==> src/rtl/id_ex_stage_reg_pkg.sv <==
// id_ex_stage_reg_pkg
//   Shared definitions for the ID/EX pipeline register slice: default
//   datapath widths, the zero-register specifier and the ALU opcode
//   encodings carried through the ALUOp field.
//   No ports; imported by id_ex_stage_reg and load_use_detect.
package id_ex_stage_reg_pkg;

  localparam int DATA_W  = 32;
  localparam int ALUOP_W = 4;
  localparam int CNT_W   = 16;
  localparam int REG_W   = 5;

  localparam logic [REG_W-1:0] REG_ZERO = 5'd0;

  // ALU opcodes as produced by the decoder; this stage only transports them.
  typedef enum logic [ALUOP_W-1:0] {
    ALU_ADD = 4'd0,
    ALU_SUB = 4'd1,
    ALU_AND = 4'd2,
    ALU_OR  = 4'd3,
    ALU_XOR = 4'd4,
    ALU_NOR = 4'd5,
    ALU_SLT = 4'd6,
    ALU_SLL = 4'd7,
    ALU_SRL = 4'd8,
    ALU_SRA = 4'd9,
    ALU_LUI = 4'd10
  } alu_op_e;

endpackage

==> src/rtl/id_ex_stage_reg_load_use_detect.sv <==
// load_use_detect
//   Combinational load-use hazard detector. Flags when the instruction in
//   EX is a valid load writing a non-zero register that the instruction in
//   ID actually reads through rs or rt.
//   Ports:
//     exValid_i, exMemRead_i, exRt_i : instruction currently in ID/EX
//     idValid_i, idRs_i, idRt_i      : instruction currently in IF/ID
//     idUsesRs_i, idUsesRt_i         : which source fields ID really reads
//     loadUse_o                      : hazard present this cycle
module load_use_detect
  import id_ex_stage_reg_pkg::*;
(
  input  logic             exValid_i,
  input  logic             exMemRead_i,
  input  logic [REG_W-1:0] exRt_i,
  input  logic             idValid_i,
  input  logic [REG_W-1:0] idRs_i,
  input  logic [REG_W-1:0] idRt_i,
  input  logic             idUsesRs_i,
  input  logic             idUsesRt_i,
  output logic             loadUse_o
);

  logic loadInEx;
  logic rsDepends;
  logic rtDepends;

  // A load into $0 never produces a value anyone waits for.
  assign loadInEx  = exValid_i & exMemRead_i & (exRt_i != REG_ZERO);
  assign rsDepends = idUsesRs_i & (idRs_i == exRt_i);
  assign rtDepends = idUsesRt_i & (idRt_i == exRt_i);
  assign loadUse_o = loadInEx & idValid_i & (rsDepends | rtDepends);

endmodule

==> src/rtl/id_ex_stage_reg.sv <==
// id_ex_stage_reg
//   ID/EX pipeline register with load-use hazard detection. Registers the
//   decoded controls, operands and register specifiers for EX, inserts one
//   bubble per load-use hazard (holding PC and IF/ID meanwhile), freezes on
//   a global hold and kills the entering instruction on an EX flush.
//   Ports:
//     clk, reset           : clock, synchronous active-high reset
//     hold, flush          : global freeze / branch-jump kill
//     IF_ID_*, ID_*        : instruction currently being decoded
//     ID_EX_*              : registered copies presented to EX / forwarding
//     PCWrite, IF_ID_Write : 0 = hold PC and IF/ID this cycle
//     BubbleCount          : saturating count of load-use bubbles
module id_ex_stage_reg #(
  parameter int DATA_W  = id_ex_stage_reg_pkg::DATA_W,
  parameter int ALUOP_W = id_ex_stage_reg_pkg::ALUOP_W,
  parameter int CNT_W   = id_ex_stage_reg_pkg::CNT_W
) (
  input  logic               clk,
  input  logic               reset,
  input  logic               hold,
  input  logic               flush,
  input  logic               IF_ID_Valid,
  input  logic [4:0]         IF_ID_RegisterRs,
  input  logic [4:0]         IF_ID_RegisterRt,
  input  logic [4:0]         IF_ID_RegisterRd,
  input  logic               IF_ID_UsesRs,
  input  logic               IF_ID_UsesRt,
  input  logic               ID_Ctrl_RegWrite,
  input  logic               ID_Ctrl_MemRead,
  input  logic               ID_Ctrl_MemWrite,
  input  logic               ID_Ctrl_MemtoReg,
  input  logic               ID_Ctrl_ALUSrc,
  input  logic [ALUOP_W-1:0] ID_Ctrl_ALUOp,
  input  logic [DATA_W-1:0]  ID_ReadData1,
  input  logic [DATA_W-1:0]  ID_ReadData2,
  input  logic [DATA_W-1:0]  ID_Imm,
  input  logic [DATA_W-1:0]  ID_PCPlus4,
  output logic               ID_EX_Valid,
  output logic               ID_EX_RegWrite,
  output logic               ID_EX_MemRead,
  output logic               ID_EX_MemWrite,
  output logic               ID_EX_MemtoReg,
  output logic               ID_EX_ALUSrc,
  output logic [ALUOP_W-1:0] ID_EX_ALUOp,
  output logic [DATA_W-1:0]  ID_EX_ReadData1,
  output logic [DATA_W-1:0]  ID_EX_ReadData2,
  output logic [DATA_W-1:0]  ID_EX_Imm,
  output logic [DATA_W-1:0]  ID_EX_PCPlus4,
  output logic [4:0]         ID_EX_RegisterRs,
  output logic [4:0]         ID_EX_RegisterRt,
  output logic [4:0]         ID_EX_RegisterRd,
  output logic               PCWrite,
  output logic               IF_ID_Write,
  output logic [CNT_W-1:0]   BubbleCount
);

  import id_ex_stage_reg_pkg::*;

  logic               validQ, validD;
  logic               regWriteQ, regWriteD;
  logic               memReadQ, memReadD;
  logic               memWriteQ, memWriteD;
  logic               memtoRegQ, memtoRegD;
  logic               aluSrcQ, aluSrcD;
  logic [ALUOP_W-1:0] aluOpQ, aluOpD;
  logic [DATA_W-1:0]  readData1Q, readData1D;
  logic [DATA_W-1:0]  readData2Q, readData2D;
  logic [DATA_W-1:0]  immQ, immD;
  logic [DATA_W-1:0]  pcPlus4Q, pcPlus4D;
  logic [4:0]         rsQ, rsD;
  logic [4:0]         rtQ, rtD;
  logic [4:0]         rdQ, rdD;
  logic [CNT_W-1:0]   bubbleCountQ, bubbleCountD;

  logic loadUse;
  logic stall;

  load_use_detect uDetect (
    .exValid_i   (validQ),
    .exMemRead_i (memReadQ),
    .exRt_i      (rtQ),
    .idValid_i   (IF_ID_Valid),
    .idRs_i      (IF_ID_RegisterRs),
    .idRt_i      (IF_ID_RegisterRt),
    .idUsesRs_i  (IF_ID_UsesRs),
    .idUsesRt_i  (IF_ID_UsesRt),
    .loadUse_o   (loadUse)
  );

  // A flush makes the ID instruction dead, so a hazard against it is moot.
  assign stall       = loadUse & ~flush;
  assign PCWrite     = reset | (~stall & ~hold);
  assign IF_ID_Write = PCWrite;

  // Flush and load-use both squash to a bubble; only a real stall is counted.
  always_comb begin
    validD       = validQ;
    regWriteD    = regWriteQ;
    memReadD     = memReadQ;
    memWriteD    = memWriteQ;
    memtoRegD    = memtoRegQ;
    aluSrcD      = aluSrcQ;
    aluOpD       = aluOpQ;
    readData1D   = readData1Q;
    readData2D   = readData2Q;
    immD         = immQ;
    pcPlus4D     = pcPlus4Q;
    rsD          = rsQ;
    rtD          = rtQ;
    rdD          = rdQ;
    bubbleCountD = bubbleCountQ;
    if (hold) begin
      validD = validQ;
    end else if (flush || loadUse) begin
      validD     = 1'b0;
      regWriteD  = 1'b0;
      memReadD   = 1'b0;
      memWriteD  = 1'b0;
      memtoRegD  = 1'b0;
      aluSrcD    = 1'b0;
      aluOpD     = '0;
      readData1D = '0;
      readData2D = '0;
      immD       = '0;
      pcPlus4D   = '0;
      rsD        = REG_ZERO;
      rtD        = REG_ZERO;
      rdD        = REG_ZERO;
      if (stall && (bubbleCountQ != {CNT_W{1'b1}})) begin
        bubbleCountD = bubbleCountQ + CNT_W'(1);
      end
    end else begin
      validD     = IF_ID_Valid;
      regWriteD  = IF_ID_Valid & ID_Ctrl_RegWrite;
      memReadD   = IF_ID_Valid & ID_Ctrl_MemRead;
      memWriteD  = IF_ID_Valid & ID_Ctrl_MemWrite;
      memtoRegD  = ID_Ctrl_MemtoReg;
      aluSrcD    = ID_Ctrl_ALUSrc;
      aluOpD     = ID_Ctrl_ALUOp;
      readData1D = ID_ReadData1;
      readData2D = ID_ReadData2;
      immD       = ID_Imm;
      pcPlus4D   = ID_PCPlus4;
      rsD        = IF_ID_RegisterRs;
      rtD        = IF_ID_RegisterRt;
      rdD        = IF_ID_RegisterRd;
    end
  end

  always_ff @(posedge clk) begin
    if (reset) begin
      validQ       <= 1'b0;
      regWriteQ    <= 1'b0;
      memReadQ     <= 1'b0;
      memWriteQ    <= 1'b0;
      memtoRegQ    <= 1'b0;
      aluSrcQ      <= 1'b0;
      aluOpQ       <= '0;
      readData1Q   <= '0;
      readData2Q   <= '0;
      immQ         <= '0;
      pcPlus4Q     <= '0;
      rsQ          <= REG_ZERO;
      rtQ          <= REG_ZERO;
      rdQ          <= REG_ZERO;
      bubbleCountQ <= '0;
    end else begin
      validQ       <= validD;
      regWriteQ    <= regWriteD;
      memReadQ     <= memReadD;
      memWriteQ    <= memWriteD;
      memtoRegQ    <= memtoRegD;
      aluSrcQ      <= aluSrcD;
      aluOpQ       <= aluOpD;
      readData1Q   <= readData1D;
      readData2Q   <= readData2D;
      immQ         <= immD;
      pcPlus4Q     <= pcPlus4D;
      rsQ          <= rsD;
      rtQ          <= rtD;
      rdQ          <= rdD;
      bubbleCountQ <= bubbleCountD;
    end
  end

  assign ID_EX_Valid      = validQ;
  assign ID_EX_RegWrite   = regWriteQ;
  assign ID_EX_MemRead    = memReadQ;
  assign ID_EX_MemWrite   = memWriteQ;
  assign ID_EX_MemtoReg   = memtoRegQ;
  assign ID_EX_ALUSrc     = aluSrcQ;
  assign ID_EX_ALUOp      = aluOpQ;
  assign ID_EX_ReadData1  = readData1Q;
  assign ID_EX_ReadData2  = readData2Q;
  assign ID_EX_Imm        = immQ;
  assign ID_EX_PCPlus4    = pcPlus4Q;
  assign ID_EX_RegisterRs = rsQ;
  assign ID_EX_RegisterRt = rtQ;
  assign ID_EX_RegisterRd = rdQ;
  assign BubbleCount      = bubbleCountQ;

endmodule
==> config.mk <==
export PLATFORM = sky130hd
export DESIGN_NAME = id_ex_stage_reg
export DESIGN_NICKNAME = d
export VERILOG_FILES = /design/src/rtl/id_ex_stage_reg_pkg.sv /design/src/rtl/id_ex_stage_reg_load_use_detect.sv /design/src/rtl/id_ex_stage_reg.sv
export SDC_FILE = /design/constraint.sdc
export NUM_CORES = 1
export LEC_CHECK = 0
export ABC_AREA = 1
export CORE_UTILIZATION = 36
export DETAILED_ROUTE_END_ITERATION = 6
export PLACE_DENSITY_LB_ADDON = 0.3
export SLEW_MARGIN = 20
export SYNTH_ARGS = -nofsm -noshare
export SYNTH_HDL_FRONTEND = slang
export SYNTH_SLANG_ARGS = --single-unit
==> constraint.sdc <==
create_clock -name clk -period 1.6 [get_ports clk]
set_input_delay 0.4 -clock clk [delete_from_list [all_inputs] [get_ports clk]]
set_output_delay 0.4 -clock clk [all_outputs]
set_load 0.03 [all_outputs]
==> flow_summary.yaml <==
outcome:
  status: "complete, but fails checks"
  violations: "setup timing"
place:
  dp_hpwl_um: 15850
  place.gp.congestion: 0.8590
  place_ws_ps: -584.0
  portBuffers: 329
timing:
  rsz0062_at_grt: "true"
  hold_violations: 0
  worst_slack_ps: -452.7
  period_share: 1.283
  maxSlewViolCount: 0
  slew_headroom: 0.5997
  setup_viol_count_final: 176
  fin_crit_ps: 2053
  setup_tns_ps: -36160
  worst_pin_slew_ps: 600.5
  skew_ps: 13.93
  holdWs_ps: 346.6
  fmax_ghz: 0.4872
worst_setup_path:
  critPathMaxFanout: 6
  startpoint_type: "register"
  rr_worst_depth: 14
  rr_endpoint: "BubbleCount[9]"
  arrival_ps: 1650
  setup.worst_path.end_class: "output port"
  r2r_start: "ID_EX_RegisterRt[1]"
  crit_required_ps: 1200
  crit_type: "reg -> out"
  r2r_slack_ps: -370
synthesis:
  synth_warnings: 0
  syn_nets: 1038
  syn_inst: 878
  yosys_most_used_dff: "dfxtp_1"
  yosysTopAreaCell: "dfxtp_1"
  async_flop_share: 0
  synth-seq-cells: 169
  syn_area_mm2: 0.006646
  synth.avg_cell_area_um2: 7.570
  synth_cell_types: 22
  synth_top_cell_area_share: 0.5090
  synthTopCellsByCount: "nand2_1 (228), dfxtp_1 (169), a21oi_1 (167)"
  synth_edf_count: 0
  yosysSeqAreaShare: 0.5090
  ys_top_cells_by_area: "dfxtp_1 (51%), nand2_1 (13%), a21oi_1 (13%), nand3_1 (12%), clkbuf_1 (2.5%)"
  synth_most_common_cell: "nand2_1"
clock_network:
  cts-root-buf: "clkbuf_16"
  clockBufferDepth: 2
  cts_buffers: 17
  numClockSinks: 169
  insertion_delay_ps: 430
  cts_max_level: 4
  clk_pin_slew_ps: 60
  cts_tree: "done"
  cts_hold_buf: 0
die:
  fp.dieArea_mm2: 0.01901
  boundaryPins: 330
  rows: 49
  die_w_um: 137.9
  die-height_um: 137.9
  core-area_mm2: 0.01802
  start_util: 0.3687
layout:
  drive_gt1_frac: 0.2723
  nets: 1415
  syn_to_final_growth_pct: 91.81
pwr:
  total_power_w: 0.01012
  leakagePower_nw: 5.201
  irDropWorstVdd_v: 0.0007379
  powerDensity_mw_per_mm2: 794.1
global_route:
  antenna_found_initial: 1
  grt_pass1_wl_um: 34240
  grt_overflow_total: 0
  grt.total_usage: 0.2324
  grt_pass1_vias: 6658
  grt_max_degree: 71
detailed_routing:
  routed_wl_um: 26800
  dr.first_iter.drc_count: 409
  drc: 0
  dr.pass1.iters: 5
  wl_per_cell_um: 17.89
  avgViaCountPerCell: 5.106
  ant_nets: 0
  via_count: 7649
min_path:
  hp-start: "reset"
  hp-class: "in -> reg"
  hold_path_depth: 4
  hold_end: "BubbleCount[0]"
run:
  max-cap-violations: 0
state kept, by name, indices dropped and copies added (netlist names):
name / cells
ID_EX_ReadData2: 32
ID_EX_RegisterRs: 5
ID_EX_Valid: 1
ID_EX_RegisterRt: 5
ID_EX_ALUOp: 4
ID_EX_MemWrite: 1
ID_EX_RegisterRd: 5
ID_EX_MemtoReg: 1
ID_EX_PCPlus4: 32
BubbleCount: 16
ID_EX_Imm: 32
ID_EX_MemRead: 1
ID_EX_RegWrite: 1
ID_EX_ReadData1: 32
ID_EX_ALUSrc: 1
logic make-up (layout without fill, tap and decap cells):
logic type	count (synthesis)	count (layout)	synth area share
adders and majority gates	1	1	0.001882
DFF	169	169	0.5090
xor gates and xnor gates	14	14	0.01845
buffers and inverters	95	480	0.06288
other	0	2	0
and+or+nand+nor	430	434	0.2801
AOI/OAI and AO/OA	169	169	0.1276
power by group:
| group | internal [W] | total, W | switching, W |
|---|---|---|---|
| combinational | 0.000752 | 0.00163 | 0.000877 |
| clock | 0.00222 | 0.00407 | 0.00185 |
| sequential | 0.00434 | 0.00442 | 0.0000790 |
| total | 0.00731 | 0.0101 | 0.00281 |
stage by stage:
step                area [um2]  cells  utilization
detailed placement       10580   1420       0.5872
floorplan                 6694    878            -
finish                   12750   1498       0.7073
global placement         10580   1420       0.5872
CTS                      11210   1461       0.6218
global route             12750   1497       0.7071
cell type report:
class / count / area (um2)
Sequential cell: 169 / 3418
Clock buffer: 18 / 439.2
Timing Repair Buffer: 425 / 4572
Multi-Input combinational cell: 618 / 3799
Tap cell: 229 / 286.5
Fill cell: 1389 / 5276
Clock inverter: 13 / 136.4
Inverter: 24 / 92.59
Antenna cell: 2 / 5.005
worst max-delay path: stages (launching register included):
cell and delay [ps]:
dfxtp_4 380, inv_2 40, nand2_1 60, nand2_1 60, nor2_1 110, nand3_1 110
nand2_2 90, nand3_2 90, nand2_2 90, nand2_4 60, buf_6 140
routing by layer:
metal | wire length [um] | GRT usage
met1 | 10220 | 0.2673
met2 | 13520 | 0.3911
met3 | 2035 | 0.07420
met4 | 1015 | 0.1063
met5 | 0 | 0
worst max path at each step:
stage,depth (start not counted),start,end
after floorplan,10,ID_EX_RegisterRt[2],PCWrite
after global placement,9,IF_ID_Valid,ID_EX_RegisterRs[2]
after detailed placement,9,IF_ID_Valid,ID_EX_RegisterRs[2]
after CTS,10,ID_EX_RegisterRt[2],PCWrite
after global routing,10,ID_EX_RegisterRt[1],IF_ID_Write
final,10,ID_EX_RegisterRt[1],PCWrite
cell usage in the layout (no fill, tap or decap), types with 18 or more instances in the layout:
master and instances:
a21oi_1 116, nor2_1 24, clkdlybuf4s50_1 145, a21oi_2 51, dfxtp_1 155, dlygate4sd2_1 132
buf_12 29, nand3_1 55, buf_4 39, clkdlybuf4s15_1 29, nand2_1 223, clkbuf_16 31
nand3_2 94, inv_1 19, buf_6 18
repair_timing:
action                                  CTS  global route
endpoints found under the setup margin  333           271
setup buffers                             6            19
gates cloned                              4            19
resized for setup                       252           203
pin swaps                                 7            36
Power figures use the tool's default switching activity.
